`config.mk`:
```
export PLATFORM = sky130hd
export DESIGN_NAME = merge_4
export DESIGN_NICKNAME = d
export VERILOG_FILES = /design/src/rtl/merge_4.sv
export SDC_FILE = /design/constraint.sdc
export NUM_CORES = 1
export LEC_CHECK = 0
export ABC_AREA = 1
export CAP_MARGIN = 0
export CORE_ASPECT_RATIO = 0.75
export CORE_MARGIN = 2
export CORE_UTILIZATION = 50
export CTS_BUF_LIST = sky130_fd_sc_hd__clkbuf_4 sky130_fd_sc_hd__clkbuf_8
export DETAILED_ROUTE_END_ITERATION = 7
export GPL_TIMING_DRIVEN = 1
export PLACE_DENSITY = 0.87
export RECOVER_POWER = 100
export SYNTH_ARGS = -nofsm -noshare
export SYNTH_HDL_FRONTEND = slang
export SYNTH_SLANG_ARGS = --single-unit
```
`constraint.sdc`:
```
create_clock -name clk -period 2.4 [get_ports clk]
set_clock_uncertainty 0.15 [all_clocks]
set_input_delay 0.72 -clock clk [delete_from_list [all_inputs] [get_ports clk]]
set_output_delay 0.72 -clock clk [all_outputs]
set_load 0.02 [all_outputs]
```
`src/rtl/merge_4.sv`:
```
// ============================================================================
//  Module   : merge_4
//  Purpose  : 4-to-1 packet merge. Collects DW-bit packets from four producer
//             channels A..D into one-entry holding slots and forwards them,
//             round-robin, onto a single registered output channel L. Each
//             output packet is tagged on Ctrl with its source index
//             (00=A, 01=B, 10=C, 11=D).
//  Ports    : clk, rst (async, active-low)
//             X_data/X_valid/X_ready  : producer channels, X in {A,B,C,D}
//             L_data/L_valid/L_ready  : merged output channel
//             Ctrl_data/Ctrl_valid    : source index of L_data
//             merged_count            : packets delivered on L, mod 2^CW
//  Revision : 1.0 - initial release
// ============================================================================
`default_nettype none

module merge_4 #(
    parameter int DW = 34,
    parameter int CW = 16
) (
    input  logic          clk,
    input  logic          rst,

    input  logic [DW-1:0] A_data,
    input  logic          A_valid,
    output logic          A_ready,
    input  logic [DW-1:0] B_data,
    input  logic          B_valid,
    output logic          B_ready,
    input  logic [DW-1:0] C_data,
    input  logic          C_valid,
    output logic          C_ready,
    input  logic [DW-1:0] D_data,
    input  logic          D_valid,
    output logic          D_ready,

    output logic [DW-1:0] L_data,
    output logic          L_valid,
    input  logic          L_ready,
    output logic [1:0]    Ctrl_data,
    output logic          Ctrl_valid,
    output logic [CW-1:0] merged_count
);

    localparam int c_NCH = 4;

    // ------------------------------------------------------------------
    // State
    // ------------------------------------------------------------------
    logic [c_NCH-1:0] slot_full_q, slot_full_d;
    logic [DW-1:0]    slot_data_q [c_NCH];
    logic [DW-1:0]    slot_data_d [c_NCH];
    logic [1:0]       rr_ptr_q, rr_ptr_d;
    logic             l_valid_q, l_valid_d;
    logic [DW-1:0]    l_data_q, l_data_d;
    logic [1:0]       ctrl_data_q, ctrl_data_d;
    logic [CW-1:0]    merged_count_q, merged_count_d;

    // ------------------------------------------------------------------
    // Input channels packed into arrays so the per-channel logic is uniform
    // ------------------------------------------------------------------
    logic [DW-1:0]    w_in_data [c_NCH];
    logic [c_NCH-1:0] w_in_valid;
    logic [c_NCH-1:0] w_in_ready;

    assign w_in_data[0] = A_data;
    assign w_in_data[1] = B_data;
    assign w_in_data[2] = C_data;
    assign w_in_data[3] = D_data;
    assign w_in_valid   = {D_valid, C_valid, B_valid, A_valid};

    // Ready depends only on state (and reset), never on the valid input, so
    // a slot drained at an edge can only be refilled after that edge.
    generate
        for (genvar gi = 0; gi < c_NCH; gi++) begin : g_ready
            assign w_in_ready[gi] = rst && !slot_full_q[gi];
        end
    endgenerate

    assign A_ready = w_in_ready[0];
    assign B_ready = w_in_ready[1];
    assign C_ready = w_in_ready[2];
    assign D_ready = w_in_ready[3];

    // ------------------------------------------------------------------
    // Round-robin grant: first full slot scanning from rr_ptr upward, mod 4
    // ------------------------------------------------------------------
    logic       w_found;
    logic [1:0] w_grant;
    logic [1:0] w_scan_idx;
    logic       w_load;
    logic       w_xfer;

    always_comb begin
        w_found    = 1'b0;
        w_grant    = 2'd0;
        w_scan_idx = 2'd0;
        for (int k = 0; k < c_NCH; k++) begin
            w_scan_idx = rr_ptr_q + 2'(k);
            if (!w_found && slot_full_q[w_scan_idx]) begin
                w_found = 1'b1;
                w_grant = w_scan_idx;
            end
        end
    end

    assign w_xfer = l_valid_q && L_ready;
    assign w_load = (!l_valid_q || L_ready) && w_found;

    // ------------------------------------------------------------------
    // Next-state logic
    // ------------------------------------------------------------------
    always_comb begin
        slot_full_d    = slot_full_q;
        slot_data_d    = slot_data_q;
        rr_ptr_d       = rr_ptr_q;
        l_valid_d      = l_valid_q;
        l_data_d       = l_data_q;
        ctrl_data_d    = ctrl_data_q;
        merged_count_d = merged_count_q;

        // Capture only happens into empty slots, and the granted slot is
        // always full, so capture and drain never target the same slot.
        for (int i = 0; i < c_NCH; i++) begin
            if (w_in_valid[i] && w_in_ready[i]) begin
                slot_full_d[i] = 1'b1;
                slot_data_d[i] = w_in_data[i];
            end
        end

        if (w_load) begin
            l_data_d             = slot_data_q[w_grant];
            ctrl_data_d          = w_grant;
            l_valid_d            = 1'b1;
            slot_full_d[w_grant] = 1'b0;
            rr_ptr_d             = w_grant + 2'd1;
        end else if (w_xfer) begin
            // Output drained with nothing to replace it; data/ctrl hold.
            l_valid_d = 1'b0;
        end

        if (w_xfer) begin
            merged_count_d = merged_count_q + CW'(1);
        end
    end

    // ------------------------------------------------------------------
    // State registers
    // ------------------------------------------------------------------
    always_ff @(posedge clk or negedge rst) begin
        if (!rst) begin
            slot_full_q    <= '0;
            rr_ptr_q       <= 2'd0;
            l_valid_q      <= 1'b0;
            l_data_q       <= '0;
            ctrl_data_q    <= 2'd0;
            merged_count_q <= '0;
            for (int i = 0; i < c_NCH; i++) begin
                slot_data_q[i] <= '0;
            end
        end else begin
            slot_full_q    <= slot_full_d;
            rr_ptr_q       <= rr_ptr_d;
            l_valid_q      <= l_valid_d;
            l_data_q       <= l_data_d;
            ctrl_data_q    <= ctrl_data_d;
            merged_count_q <= merged_count_d;
            for (int i = 0; i < c_NCH; i++) begin
                slot_data_q[i] <= slot_data_d[i];
            end
        end
    end

    // ------------------------------------------------------------------
    // Outputs
    // ------------------------------------------------------------------
    assign L_data       = l_data_q;
    assign L_valid      = l_valid_q;
    assign Ctrl_data    = ctrl_data_q;
    assign Ctrl_valid   = l_valid_q;
    assign merged_count = merged_count_q;

endmodule

`default_nettype wire
```
# [Yosys cells after proc, flatten, opt, wreduce, memory -nomap -nowiden]
# Cells that the tools add are included.
[word_totals] out_inout_bits=58 in_bits=143 regBits=195 elab_cells=77
[classes] n_addsub=5 muxes=28 bitwise_logic=3 reduce_logical=24 order_cmp=7
[ops] operator="binary-select mux 34 bit (select 2 bit)" count=1
[ops] operator="2-to-1 mux 34 bit" count=2
[ops] operator="adder 16 x 1 -> 16 bit, second input constant" count=1
[ops] operator="less-than comparator 2 x 3 -> 1 bit, second input constant" count=5
[ops] operator="2-to-1 mux 1 bit" count=15
[ops] operator="logical AND 1 bit" count=14
[ops] operator="binary-select mux 1 bit (select 2 bit)" count=4
[ops] operator="logical NOT 1 bit" count=8
[ops] operator="2-to-1 mux 2 bit" count=4
[ops] operator="adder 2 x 1 -> 2 bit, second input constant" count=2
[ops] operator="adder 2 bit, second input constant" count=2
[ops] operator="AND 4 bit" count=1
[ops] operator="2-to-1 mux 4 bit" count=1
[ops] operator="inverter 4 bit" count=1
[ops] operator=">= comparator 3 bit, second input constant" count=1
[ops] operator="inverter 2 -> 3 bit" count=1
[ops] operator="demux 1 bit (select 2 bit)" count=1
[ops] operator=">= comparator 2 x 1 -> 1 bit, second input constant" count=1
[ops] operator="nonzero test 2 bit" count=1
[ops] operator="logical OR 1 bit" count=1

# [Logic depth before layout (Yosys ltp)]
[logic_depth] ltp_word=19 depth_mapped=17 ltp_nobuf=14

# [Least setup slack after synthesis]
# Ideal clock, no wire load.
[synth_path] path_type="input port to flip-flop" from="in L_ready" to="reg merged_count_q[15], in the netlist merged_count[15]" arrival_ns=1.919 path_stages=8 n_path_buf=0 setup_slack_ns=0.202 t_required_ns=2.122 cell_sequence="nand2_1 -> nor3_1 -> nand3_1 -> nor2_1 -> nand3_1 -> nor2_1 -> nand4_1 -> xnor2_1"
[synth_between] elab_chain_cells=1
[synth_rtl] element="start, declared" line="39" rtl="input logic L_ready,"
[synth_rtl] element="logical AND 1 bit" line="107" rtl="assign w_xfer = l_valid_q && L_ready;"
[synth_rtl] element="end signal, assigned" line="167" rtl="merged_count_q <= merged_count_d;"
[synth_rtl] element="end, declared" line="57" rtl="logic [CW-1:0] merged_count_q, merged_count_d;"
# Every way passes these cells.
# A chain may end at the register's enable or synchronous reset.

# [Worst setup path in the final report]
[layout_path] from="reg l_data_q[20], in the netlist L_data[20]" to="out L_data[20]"
[layout_lines] element="start, declared" line="55" rtl="logic [DW-1:0] l_data_q, l_data_d;"
[layout_lines] element="start signal, assigned" line="165" rtl="l_data_q <= l_data_d;"
[layout_lines] element="end, declared" line="37" rtl="output logic [DW-1:0] L_data,"
# No word-level cell between the ends.

==> results.py <==
metrics = {
    "worst_setup_path": {
        "worstPathArrival_ns": 1.48,
        "timing.critical_path.buf_inv": 1,
        "cpMaxStageDelayCell": "clkdlybuf4s50_1",
        "crit_type": "reg2out",
        "path_cells": "clkdlybuf4s50_1",
        "crit_family": "buffers and inverters",
        "cp-start-kind": "flip-flop",
        "slowest_delay_ns": 0.64,
        "reg2reg_setup_slack_ns": 0.18,
        "crit_path_end_kind": "output pin",
        "critPathMaxFanout": 2,
        "cp.required_ns": 1.53,
    },
    "layout": {
        "n_fill_cell": 1455,
        "fin_util": 0.6650,
        "area_growth_pct": 30.13,
        "drive_gt1_frac": 0.07106,
        "final-seq-area_mm2": 0.004881,
        "stdcell_count": 1593,
        "n_antenna_cell": 0,
        "multi_input_area_mm2": 0.003297,
        "layout.nets": 1482,
    },
    "synthesis": {
        "synth_seq_cells": 195,
        "synthCells": 1143,
        "avgSynthCellArea_um2": 7.894,
        "seq_area_frac_synth": 0.5408,
        "synthDominantCellAreaShare": 0.5408,
        "synth_area_leader_cell": "dfrtp_1",
        "syn-num-nets": 1287,
        "synth_area_leaders": "dfrtp_1, nand2_1, nand3_1, a21oi_1, nor2_1",
        "yosysWarnings": 0,
        "syn_area_mm2": 0.009022,
        "synth_cell_types": 26,
    },
    "sta": {
        "clock.fmax_ghz": 0.4254,
        "hold_slack_ns": 0.1496,
        "finalHoldViolCount": 0,
        "rsz0062_at_grt": "false",
        "setup_viol": 0,
        "tightest_slew_ns": 1.174,
        "fin_crit_ns": 2.351,
        "relSlewSlack": 0.2172,
        "setup_tns_ns": 0,
        "period_share": 0.9795,
        "drv_slew": 0,
    },
    "place": {
        "io_buffers": 200,
        "hpwl_um": 17210,
        "dp.cells": 1558,
        "gp_congestion": 0.9260,
    },
    "grt": {
        "use_met2": 0.4348,
        "grt.total_usage": 0.2700,
        "grt_max_degree": 84,
        "top_usage_layer": "met2",
        "grt.met3_usage": 0.05935,
        "grt_overflow_total": 0,
        "use_met1": 0.3757,
        "antenna_found_initial": 1,
        "grt_pass1_vias": 8232,
        "grt_pass1_wl_um": 41120,
    },
    "power_and_ir_drop": {
        "p_leak_nw": 5.971,
        "vdd_ir_drop_max_mv": 1.078,
        "p_per_area_mw_per_mm2": 1639,
        "power_mw": 19.24,
    },
    "floorplanning": {
        "num_rows": 42,
        "core-area_mm2": 0.01766,
        "fp.dieH_um": 120.3,
        "num_io_pins": 201,
        "fp.dieW_um": 159.1,
        "start_util": 0.5110,
        "die-area_mm2": 0.01915,
    },
    "drt": {
        "drt-initial-drc-count": 667,
        "viasPerCell": 5.285,
        "ant_nets": 0,
        "post_drt_wl_per_cell_um": 16.23,
        "wirelength_um": 25850,
        "vias": 8419,
        "remaining_drc_errors": 0,
        "firstDrtPassIters": 5,
    },
    "clock_network": {
        "cts_tree": "yes",
        "clk_latency_ns": 0.46,
        "clkSlewWorstSetupHoldPaths_ns": 0.10,
        "clockRootBuffer": "clkbuf_8",
        "clk_path_buf_depth": 2,
        "cts_num_sinks": 195,
        "post_cts_buffers": 0,
        "numCtsBuffers": 17,
        "htreeDepth": 4,
    },
    "flow_run": {
        "drv_cap": 0,
    },
    "min_path": {
        "hp-class": "in2async",
    },
    "run_status": {
        "status": "finished clean",
    },
}
[where the power goes]
part	leakage, nW	switching (mW)	internal [mW]
Clock	0.186	1.13	0.933
Combinational	3.61	7.36	4.26
Sequential	2.18	0.670	4.89
Total	5.97	9.16	10.1
[registers in the layout (all words and copies together), names as in the netlist]
name,flops
Ctrl_data,2
Ctrl_valid,1
L_data,34
merged_count,16
rr_ptr_q,2
slot_data_q,136
slot_full_q,4
[cells by family after synthesis]
group,share of synthesized area
AOI/OAI and AO/OA,0.08154
muxes,0.001248
xor gates and xnor gates,0.01456
DFF,0.5408
and+or+nand+nor,0.2606
adders and majority gates,0.001387
buffers and inverters,0.09985
[area by class of cell]
class / count / share of cell area
clock buffers: 24 / 0.02547
clock inverters: 8 / 0.006714
inverters: 154 / 0.04923
multi-input cells: 727 / 0.2808
flip-flops and latches: 195 / 0.4157
well taps: 242 / 0.02579
repair buffers: 243 / 0.1963
[cells in the final DEF, fill, tap and decap left out, types with 4 or more instances in the layout]
cell type / instances
xor2_1: 9
xnor2_1: 6
dfrtp_1: 194
clkinvlp_4: 4
dlygate4sd2_1: 11
clkdlybuf4s50_1: 172
nand2_2: 4
inv_1: 149
nor2_1: 150
clkbuf_4: 17
nand2_1: 253
clkbuf_2: 7
clkbuf_1: 16
buf_4: 14
clkbuf_8: 20
a21oi_1: 137
a22oi_1: 5
buf_12: 5
nand3_1: 148
inv_2: 5
[routing by layer]
layer | routed length (µm) | part of all wire
met1 | 11400 | 0.44
met2 | 11750 | 0.45
met3 | 2265 | 0.088
met4 | 427 | 0.017
met5 | 13 | 0.00050
[Yosys cell counts (all sizes together)]
| cell type | count |
|---|---|
| nand2 | 258 |
| dfrtp | 195 |
| inv | 154 |
| nor2 | 153 |
| nand3 | 152 |
| a21oi | 137 |
| clkbuf | 34 |
| buf | 33 |
| xor2 | 9 |
| xnor2 | 6 |
| a22oi | 5 |
| a21boi | 1 |
| ha | 1 |
| mux2 | 1 |
| nand4 | 1 |
| nor3 | 1 |
| nor4 | 1 |
| o21ai | 1 |
[what timing repair did]
action                                  4_1_cts  5_1_grt
resized for setup                            11       25
endpoints found under the setup margin       11       61
gates cloned                                  0        3
hold buffers                                  0        0
[per-stage QoR]
| stage | area [µm²] | setup WS (ns) |
|---|---|---|
| 2_1_floorplan | 9022 | 0.2023 |
| 3_3_place_gp | 11440 | -0.2634 |
| 3_5_place_dp | 11440 | -0.4231 |
| 4_1_cts | 11800 | 0.0001579 |
| 5_1_grt | 11740 | 0.002793 |
| 6_report | 11740 | 0.04920 |
[final timing paths]
| check | from | endpoint | cells after the start |
|---|---|---|---|
| max | L_data[20] | L_data[20] | 1 |
| min | rst | L_data[30] | 2 |
| max reg2reg | rr_ptr_q[0] | L_data[31] | 14 |
| min reg2reg | L_data[21] | L_data[21] | 2 |
| max in group asynchronous | rst | slot_data_q[101] | 3 |
| min in group clk | L_data[21] | L_data[21] | 2 |
(Power assumes the default switching activity.)
